**src/rtl/fetch_stage.sv**
```systemverilog
// Instruction fetch + IF/ID register: PC, imem req/ack handshake, one-entry skid buffer, redirect/flush.
// Latency: imem_ack -> IF/ID outputs 1 cycle; branch_taken -> imem_addr=target 1 cycle.
// Backpressure: stall freezes IF/ID and PC; a word acked under stall parks in the skid (HOLD, no new requests).
// FETCH_ALIGN_CHECK_EN adds a sticky misalign_err output for redirect targets with bits[1:0] != 00.
module fetch_stage #(
    parameter logic [31:0] RESET_PC = 32'h0000_0000,
    parameter logic [31:0] NOP_WORD = 32'h0000_0000
) (
    input  logic        clk,
    input  logic        rst,
    input  logic        stall,
    input  logic        branch_taken,
    input  logic [31:0] branch_target,
    output logic [31:0] imem_addr,
    output logic        imem_req,
    input  logic        imem_ack,
    input  logic [31:0] imem_rdata,
    output logic [31:0] instruccion,
    output logic [31:0] pc_plus4,
`ifdef FETCH_ALIGN_CHECK_EN
    output logic        misalign_err,
`endif
    output logic        if_valid
);

    typedef enum logic [1:0] {
        IDLE = 2'd0,
        REQ  = 2'd1,
        HOLD = 2'd2
    } state_t;

    state_t      state, state_nxt;
    logic [31:0] pc, pc_nxt;
    logic [31:0] instr_nxt, pc4_nxt;
    logic        vld_nxt;
    logic [31:0] skid_dat, skid_dat_nxt;
    logic [31:0] skid_pc4, skid_pc4_nxt;
    logic [31:0] pc_inc;
    logic [31:0] tgt_aligned;

    assign pc_inc      = pc + 32'd4;
    assign tgt_aligned = branch_target & ~32'd3;
    assign imem_addr   = pc;
    assign imem_req    = (state == REQ);

    always_comb begin
        state_nxt    = state;
        pc_nxt       = pc;
        instr_nxt    = instruccion;
        pc4_nxt      = pc_plus4;
        vld_nxt      = if_valid;
        skid_dat_nxt = skid_dat;
        skid_pc4_nxt = skid_pc4;

        // Redirect wins over stall and ack; the skid is dropped simply by leaving HOLD.
        if (branch_taken) begin
            pc_nxt    = tgt_aligned;
            instr_nxt = NOP_WORD;
            vld_nxt   = 1'b0;
            state_nxt = REQ;
        end else begin
            case (state)
                IDLE: state_nxt = REQ;
                REQ: begin
                    if (imem_ack) begin
                        if (stall) begin
                            skid_dat_nxt = imem_rdata;
                            skid_pc4_nxt = pc_inc;
                            state_nxt    = HOLD;
                        end else begin
                            instr_nxt = imem_rdata;
                            pc4_nxt   = pc_inc;
                            vld_nxt   = 1'b1;
                            pc_nxt    = pc_inc;
                        end
                    end else if (!stall) begin
                        instr_nxt = NOP_WORD;
                        vld_nxt   = 1'b0;
                    end
                end
                HOLD: begin
                    if (!stall) begin
                        instr_nxt = skid_dat;
                        pc4_nxt   = skid_pc4;
                        vld_nxt   = 1'b1;
                        pc_nxt    = skid_pc4;
                        state_nxt = REQ;
                    end
                end
                default: state_nxt = IDLE;
            endcase
        end
    end

    always_ff @(posedge clk or negedge rst) begin
        if (!rst) begin
            state       <= IDLE;
            pc          <= RESET_PC;
            instruccion <= NOP_WORD;
            pc_plus4    <= 32'd0;
            if_valid    <= 1'b0;
            skid_dat    <= 32'd0;
            skid_pc4    <= 32'd0;
        end else begin
            state       <= state_nxt;
            pc          <= pc_nxt;
            instruccion <= instr_nxt;
            pc_plus4    <= pc4_nxt;
            if_valid    <= vld_nxt;
            skid_dat    <= skid_dat_nxt;
            skid_pc4    <= skid_pc4_nxt;
        end
    end

`ifdef FETCH_ALIGN_CHECK_EN
    always_ff @(posedge clk or negedge rst) begin
        if (!rst) begin
            misalign_err <= 1'b0;
        end else if (branch_taken && (branch_target[1:0] != 2'b00)) begin
            misalign_err <= 1'b1;
        end
    end
`endif

endmodule

```
**config.mk**
```make
export PLATFORM = sky130hd
export DESIGN_NAME = fetch_stage
export DESIGN_NICKNAME = d
export VERILOG_FILES = /design/src/rtl/fetch_stage.sv
export SDC_FILE = /design/constraint.sdc
export NUM_CORES = 1
export LEC_CHECK = 0
export ABC_AREA = 1
export CAP_MARGIN = 10
export CORE_MARGIN = 2
export CORE_UTILIZATION = 45
export DETAILED_ROUTE_END_ITERATION = 10
export PLACE_DENSITY = 0.72
export SYNTH_ARGS = -nofsm -noshare
export SYNTH_HDL_FRONTEND = slang
export SYNTH_SLANG_ARGS = --single-unit
```
**constraint.sdc**
```tcl
create_clock -name clk -period 2.26 [get_ports clk]
set_input_delay 0.226 -clock clk [delete_from_list [all_inputs] [get_ports clk]]
set_output_delay 0.226 -clock clk [all_outputs]
set_load 0.02 [all_outputs]
```
==> impl_metrics.toml, run 1 <==
[grt]
grt_use_total = 0.2379
grt_pass1_vias = 6722
grt_pass1_wl_um = 34800
overflow = 0
grt_max_degree = 69
antenna_found_initial = 0

[setup_path]
critPathArrivalTime_ns = 2.31
r2r-start = "imem_addr[2]"
endpoint_kind = "flop"
critPathKind = "reg -> reg"
crit_fanout = 7
worstSetupStartpoint = "imem_addr[2]"
cp_data_required_time_ns = 2.57
start_kind = "flop"

[floorplanning]
core_area_mm2 = 0.01730
core.rowCount = 48
start_util = 0.4609
die_h_um = 137.1
die_width_um = 137.1
ioPinCount = 167
dieArea_mm2 = 0.01880

[logic_synthesis]
synth_cell_type_count = 35
synth-xor-area-share = 0.01318
syn_inst = 1040
synthMuxAreaShare = 0
synth_seq_cells = 163
synthSimpleGateAreaFrac = 0.2794
syn_nets = 1110
yosys.area_share.adder = 0.001570
yosysWarnings = 0
syn_area_mm2 = 0.007971
syn_area_per_cell_um2 = 7.665
yosysSeqAreaShare = 0.5117
synth_top_family_by_area = "simple AND/OR/NAND/NOR gates"
synth_compound_area_frac = 0.1344

[clock_tree]
post-cts-setup-buffer-count = 0
cts_sinks = 163
cts_buffers = 17
postCtsResizedCells = 0
htree_levels = 4
cts-root-buf = "clkbuf_16"
clk_latency_ns = 0.42
ctsHoldBuffers = 1
cts_tree = "yes"
cts.path.max_buffers = 2
clkTransAtPathRegs_ns = 0.07

[placed_design]
portBuffers = 164
dp_hpwl_um = 14660
place_congestion = 0.9258

[sta]
worst_pin_slew_ns = 0.7728
maxSlewViolCount = 0
hold_slack_ns = 0.3264
max_freq_ghz = 0.5009
rsz0062_at_grt = "no"
relSlewSlack = 0.4840
period_share = 0.8834
final-hold-violation-count = 0
finalSetupTns_ns = 0
clock-skew-final_ns = 0.008127
finalSetupViolCount = 0
min_period_ns = 1.997

[layout]
fin_util = 0.6095
finalNetCount = 1257
drive_gt1_frac = 0.06917
diodes = 0
area_growth_pct = 32.26

[detailed_routing]
remaining_drc_errors = 0
vias = 7295
drt_pass1_iterations = 6
drt_wl_total_um = 21750
viasPerCell = 5.119
drt_iter0_markers = 626
drtAntennaViolNets = 0
wire_per_inst_um = 15.26

[outcome]
status = "finished, final reports clean"

[power]
ir_drop_mv = 0.5634
p_per_area_mw_per_mm2 = 959.6
power.leakage_uw = 0.004913

[min_path]
min_path_type = "in -> async"

[flow_run]
max_cap_viol_count = 0
## layer usage
metal / track usage / wire length [um] / vias up / share of wire
met2: 0.3671 / 10150 / 246 / 0.47
met5: 0 / 0 / - / 0
met3: 0.04852 / 1393 / 19 / 0.064
met1: 0.3376 / 9878 / 3391 / 0.45
li1: - / - / 3639 / -
met4: 0.07388 / 324 / 0 / 0.015
## critical path: stages, from the launching register on
cell     delay (ns)
dfrtp_1        0.45
ha_1           0.22
nand2_1        0.10
nor2_4         0.17
nand2_1        0.17
nor2_2         0.30
nand2_1        0.09
nand2_1        0.09
nand2_1        0.05
nand2_1        0.07
nand3_1        0.08
nand2_1        0.07
nand2_1        0.04
## through the flow
stage                     total power [uW]  setup WS [ns]  cell area (um^2)  cells
after floorplan                       5650         0.4543              7971   1040
after global placement                6963         0.2261              9888   1392
after detailed placement              7021         0.2022              9888   1392
after CTS                            10160         0.2549             10540   1425
after global routing                 10700        0.05378             10540   1425
final                                10120         0.2635             10540   1425
## final cells by class
type,count,area (um^2)
fillers,1558,6754
flip-flops and latches,163,4079
multi-input cells,759,3422
repair buffers,184,1883
clock buffers,20,466.7
well taps,225,281.5
inverters,62,232.7
clock inverters,12,177.7
## cell families after synthesis
logic type / Yosys count
AND/OR/NAND/NOR: 552
AO/OA/AOI/OAI: 194
flip-flops: 163
buffers and inverters: 118
XOR/XNOR: 12
adder cells (fa/ha/maj): 1
## cells in the mapped netlist, drive strengths merged
library cell,count,area (um^2)
a21boi,4,30.03
or2,9,56.30
o221ai,1,8.760
nand4,1,6.260
xnor2,2,17.52
nor2,112,452.9
a21o,1,7.510
ha,1,12.51
nand3b,4,30.03
and2,2,12.51
o31ai,13,97.59
o211ai,5,37.54
o22ai,1,6.260
nor3,2,20.02
a2bb2oi,1,8.760
nand3,44,220.2
o21a,2,15.01
nand2,378,1429
inv,62,232.7
xor2,10,87.58
a21oi,16,80.08
dfrtp,163,4079
o21ai,127,635.6
buf,24,123.9
a31oi,23,143.9
clkbuf,32,120.1
## path summary, 6_finish.rpt
| kind | cells after the start | to | slack [ns] |
|---|---|---|---|
| setup / recovery | 12 | imem_addr[20] | 0.26 |
| min in group clk | 3 | skid_dat[2] | 0.37 |
| hold reg to reg | 2 | skid_dat[19] | 0.47 |
| hold / removal | 2 | instruccion[13] | 0.33 |
| setup reg to reg | 12 | imem_addr[20] | 0.26 |
| max in group asynchronous | 3 | pc_plus4[24] | 1.22 |
## flip-flops by register name (all words and copies together), names as in the netlist
signal / flops
if_valid: 1
imem_addr: 32
instruccion: 32
pc_plus4: 32
skid_dat: 32
skid_pc4: 32
state: 2
## cell usage in the layout, fill, tap and decap left out, types with 2 or more instances in the layout
cell type and count:
clkdlybuf4s50_1 163, nor2_2 4, nand3b_1 4, a21boi_1 3, nand2_1 376, o21ai_1 41
nand3_1 44, clkinv_4 3, o21a_1 2, o31ai_1 13, a31oi_1 23, nor2_1 105
a21oi_1 16, xor2_1 10, clkbuf_8 3, buf_4 12, o211ai_1 5, clkinv_2 3
xnor2_1 2, or2_2 9, inv_1 51, inv_2 11, o21ai_0 86, nor2_4 3
dfrtp_1 163, bufinv_16 4, buf_12 7, and2_1 2, clkbuf_16 17
## where the power goes
part / internal (uW) / switching, uW
Combinational: 1270 / 1620
Sequential: 3590 / 499
Clock: 1940 / 1190
(Power assumes the default switching activity.)
==> run 2: changes to the inputs <==
Settings changed: MAX_ROUTING_LAYER from default to met4.
Clock period 2.26 ns to 2.4 ns, I/O delays scaled along.
==> impl_metrics.toml, run 2 (synthesis results as in run 1) <==
[setup_path]
crit_buf_inv = 0
cp_data_required_time_ns = 2.68
crit_path_frequent_cell = "nand2_1"
slowest_delay_ns = 0.47
critPathArrivalTime_ns = 2.34
start_kind = "flop"
cp_slowest_cell = "dfrtp_1"
ff2ff_setup_slack_ns = 0.34
critPathKind = "reg -> reg"
crit_fanout = 6
endpoint_kind = "flop"
path_cells = "nand2_1, nor2_1, nand2_1, nor2_2, nand2_1, nand2_1, nand2_1, a21boi_0, o21ai_1"
cp_top_family = "simple AND/OR/NAND/NOR gates"

[placed_design]
place_congestion = 0.9531
place_ws_ns = 0.3288
portBuffers = 164
dpl_cell_area_mm2 = 0.009868
dp_hpwl_um = 14690

[grt]
antenna_found_initial = 0
grt_max_degree = 66
grt_use_total = 0.2466
grt_pass1_vias = 6752
grt_pass1_wl_um = 34980
overflow = 0

[floorplanning]
core.rowCount = 48
die_h_um = 137.1
start_util = 0.4609
ioPinCount = 167
die_width_um = 137.1
core_area_mm2 = 0.01730
dieArea_mm2 = 0.01880

[clock_tree]
htree_levels = 4
cts_tree = "yes"
cts_sinks = 163
cts.path.max_buffers = 2
cts-root-buf = "clkbuf_16"
post-cts-setup-buffer-count = 0
cts_buffers = 17
clkTransAtPathRegs_ns = 0.07
ctsHoldBuffers = 1
postCtsResizedCells = 0
clk_latency_ns = 0.43

[detailed_routing]
wire_per_inst_um = 15.14
viasPerCell = 5.147
vias = 7329
drtAntennaViolNets = 0
drt_iter0_markers = 615
drt_pass1_iterations = 6
remaining_drc_errors = 0
drt_wl_total_um = 21560

[outcome]
status = "finished, final reports clean"

[layout]
diodes = 0
drive_gt1_frac = 0.06839
fin_util = 0.6046
nFillCells = 1544
multiInputGateArea_mm2 = 0.003422
finalNetCount = 1256
area_growth_pct = 31.19
mostFrequentLayoutCell = "nand2_1"
postLayoutCellArea_mm2 = 0.01046
final-seq-area_mm2 = 0.004079
final_cell_mix = "nand2_1 (376), dfrtp_1 (163), clkdlybuf4s50_1 (163), nor2_1 (105), o21ai_0 (86)"

[sta]
rsz0062_at_grt = "no"
finalSetupTns_ns = 0
max_freq_ghz = 0.4844
finalSetupViolCount = 0
maxSlewViolCount = 0
min_period_ns = 2.065
clock-skew-final_ns = 0.006969
final-hold-violation-count = 0
layout_setup_ws_ns = 0.3354
relSlewSlack = 0.4621
worst_pin_slew_ns = 0.8057
period_share = 0.8602

[power]
ir_drop_mv = 0.5713
power.leakage_uw = 0.004867
p_per_area_mw_per_mm2 = 884.3

[flow_run]
max_cap_viol_count = 0

[min_path]
min_path_type = "in -> async"
## run 2: cell types whose count changed in the layout (fill, tap and decap cells not counted)
| cell | before | now |
|---|---|---|
| inv_6 | 1 | 6 |
| buf_12 | 7 | 6 |
| inv_8 | 0 | 1 |
| bufinv_16 | 4 | 1 |
| clkbuf_8 | 3 | 1 |
| clkinvlp_4 | 1 | 2 |
| clkinv_2 | 3 | 1 |
## run 2: worst register-to-register path, delay by kind of cell (launching register included)
kind	cells	cell delay [ns]
AOI/OAI and AO/OA	2	0.48
DFF	1	0.47
and+or+nand+nor	7	0.96
## run 2: metal layers
layer,GRT usage,up-vias,share of wire
met3,0.04815,31,0.055
met1,0.3431,3444,0.46
met4,0.07446,0,0.019
met2,0.3668,223,0.46
li1,-,3631,-
met5,-,-,0
## run 2: cell type report
class,count,share of cell area
Clock buffer,18,0.04200
Clock inverter,14,0.01340
Inverter,62,0.02225
Multi-Input combinational cell,759,0.3272
Sequential cell,163,0.3900
Tap cell,225,0.02692
Timing Repair Buffer,183,0.1782
## run 2: path summary, 6_finish.rpt
kind	startpoint	endpoint	cells past startpoint
max	imem_addr[4]	pc_plus4[19]	9
min reg2reg	skid_dat[8]	skid_dat[8]	2
min	rst	instruccion[13]	2
max in group asynchronous	rst	imem_addr[8]	3
min in group clk	imem_rdata[2]	skid_dat[2]	3
max reg2reg	imem_addr[4]	pc_plus4[19]	9
## run 2: metrics by stage
step | instances | total power [uW] | hold slack, ns
6_report | 1424 | 9248 | 0.3115
5_1_grt | 1424 | 9798 | 0.3656
4_1_cts | 1424 | 9305 | 0.3287
3_5_place_dp | 1391 | 6614 | 0.2176
3_3_place_gp | 1391 | 6549 | 0.2154
2_1_floorplan | 1040 | 5320 | -0.05559
## run 2: power by group
part	internal (uW)	total [uW]	switching (uW)	leakage, uW
Sequential	3380	3860	477	0.00204
Combinational	1190	2710	1520	0.00254
Clock	1490	2680	1200	0.000281
Total	6060	9250	3190	0.00487
==> run 3: changes to the inputs <==
Settings changed: CORE_ASPECT_RATIO from default to 0.9.
==> impl_metrics.toml, run 3 (synthesis results as in run 1) <==
[placed_design]
dp_hpwl_um = 15230
portBuffers = 164
place_congestion = 0.9742
dp_cells = 1409
dpl_cell_area_mm2 = 0.009910

[grt]
grt_use_total = 0.2447
antenna_found_initial = 0
grt_pass1_wl_um = 34560
overflow = 0
grt_max_degree = 66
grt_pass1_vias = 6581

[layout]
final_cell_mix = "nand2_1 (376), dfrtp_1 (163), clkdlybuf4s50_1 (163), nor2_1 (105), o21ai_0 (86)"
area_growth_pct = 32.44
mostFrequentLayoutCell = "nand2_1"
drive_gt1_frac = 0.07072
diodes = 0
fin_cells = 1442
finalNetCount = 1259
postLayoutCellArea_mm2 = 0.01056
nFillCells = 1551

[floorplanning]
ioPinCount = 167
start_util = 0.4556
dieArea_mm2 = 0.01880
core.rowCount = 46
core_area_mm2 = 0.01750
die_width_um = 144.3
die_h_um = 130.3

[detailed_routing]
vias = 7440
wl_met2_um = 9556
drtAntennaViolNets = 0
top_layer_used = "met4"
drt_pass1_iterations = 6
drt_iter0_markers = 609
met1Wirelength_um = 10570
remaining_drc_errors = 0
drt_wl_total_um = 22010
wire_per_inst_um = 15.27
met3_length_um = 1471
viasPerCell = 5.160

[power]
p_per_area_mw_per_mm2 = 906.2
power.leakage_uw = 0.004917
total_power_uw = 9568
ir_drop_mv = 0.6167

[clock_tree]
post-cts-setup-buffer-count = 0
clk_latency_ns = 0.43
cts.path.max_buffers = 2
cts-root-buf = "clkbuf_16"
htree_levels = 4
clkTransAtPathRegs_ns = 0.07
cts_buffers = 17
cts_sinks = 163
cts_tree = "yes"

[sta]
relSlewSlack = 0.5071
final-hold-violation-count = 0
finalSetupTns_ns = 0
maxSlewViolCount = 0
rsz0062_at_grt = "no"
period_share = 0.8808
worst_pin_slew_ns = 0.7383
clock-skew-final_ns = 0.008586
finalSetupViolCount = 0
min_period_ns = 2.114
max_freq_ghz = 0.4731

[setup_path]
crit_fanout = 7
crit_cells = 12
cp_slowest_cell = "dfrtp_1"
critPathKind = "reg -> reg"
crit_path_frequent_cell = "nand2_1"
cp_data_required_time_ns = 2.73
critPathArrivalTime_ns = 2.44
path_cells = "ha_1, nand2_1, nor2_4, nand2_1, nor2_4, nand2_1, nand2_1, nand3_1, nand2_1, nand2_1, nand2_1, nand2_1"
endpoint_kind = "flop"
slowest_delay_ns = 0.47
cp_top_family = "simple AND/OR/NAND/NOR gates"
crit_buf_inv = 0
start_kind = "flop"
reg2regPathDepth = 12

[outcome]
status = "finished, final reports clean"

[flow_run]
max_cap_viol_count = 0

[min_path]
min_path_type = "in -> async"
run 3: changes by cell type in the layout (fill, tap and decap cells not counted), sizes merged:
cell      change
buf           +3
inv           -2
bufinv        +3
clkinvlp      -2
clkinv        +1
run 3: final timing paths:
kind | startpoint | to | slack [ns]
max | imem_addr[2] | imem_addr[22] | 0.29
min | rst | skid_pc4[28] | 0.31
max reg2reg | imem_addr[2] | imem_addr[22] | 0.29
min reg2reg | skid_dat[19] | skid_dat[19] | 0.47
max in group asynchronous | rst | pc_plus4[5] | 1.42
min in group clk | imem_rdata[11] | skid_dat[11] | 0.37
run 3: per-stage QoR:
step                        util  setup WS, ns  hold slack [ns]
after floorplan                -        0.5943         -0.05559
after global placement    0.5664        0.2457           0.2206
after detailed placement  0.5664        0.2319           0.2222
after CTS                 0.6034        0.3130           0.3367
after global routing      0.6034        0.1009           0.3551
final                     0.6034        0.2862           0.3108
run 3: power by group:
part | total, uW | switching [uW] | leakage (uW) | internal [uW]
Clock | 2970 | 1180 | 0.000317 | 1790
Sequential | 3870 | 493 | 0.00204 | 3380
Combinational | 2730 | 1530 | 0.00256 | 1190
run 3: cell type report:
class                           instances  area (um^2)  share of cell area
Sequential cell                       163         4079              0.3863
Multi-Input combinational cell        759         3422              0.3241
Timing Repair Buffer                  186         1886              0.1786
Clock buffer                           18        439.2             0.04160
Tap cell                              240        300.3             0.02844
Inverter                               62        232.7             0.02204
Clock inverter                         14        198.9             0.01884
run 3: per-layer routing:
layer | global-route usage | vias to the layer above
li1 | - | 3638
met1 | 0.3522 | 3507
met2 | 0.3490 | 267
met3 | 0.04954 | 28
met4 | 0.07710 | 0
met5 | - | -
run 3: worst reg2reg max path: cells and delay by family, from the launching register on:
kind	cells	cell delay, ns
adder cells (fa/ha/maj)	1	0.22
flip-flops	1	0.47
AND/OR/NAND/NOR	11	1.32
run 3: what timing repair did:
| item | in CTS | in global routing |
|---|---|---|
| endpoints found under the hold margin | 46 | 0 |
| endpoints found under the setup margin | 0 | 0 |
| hold buffers | 1 | 0 |
| gates resized for setup | 0 | 0 |
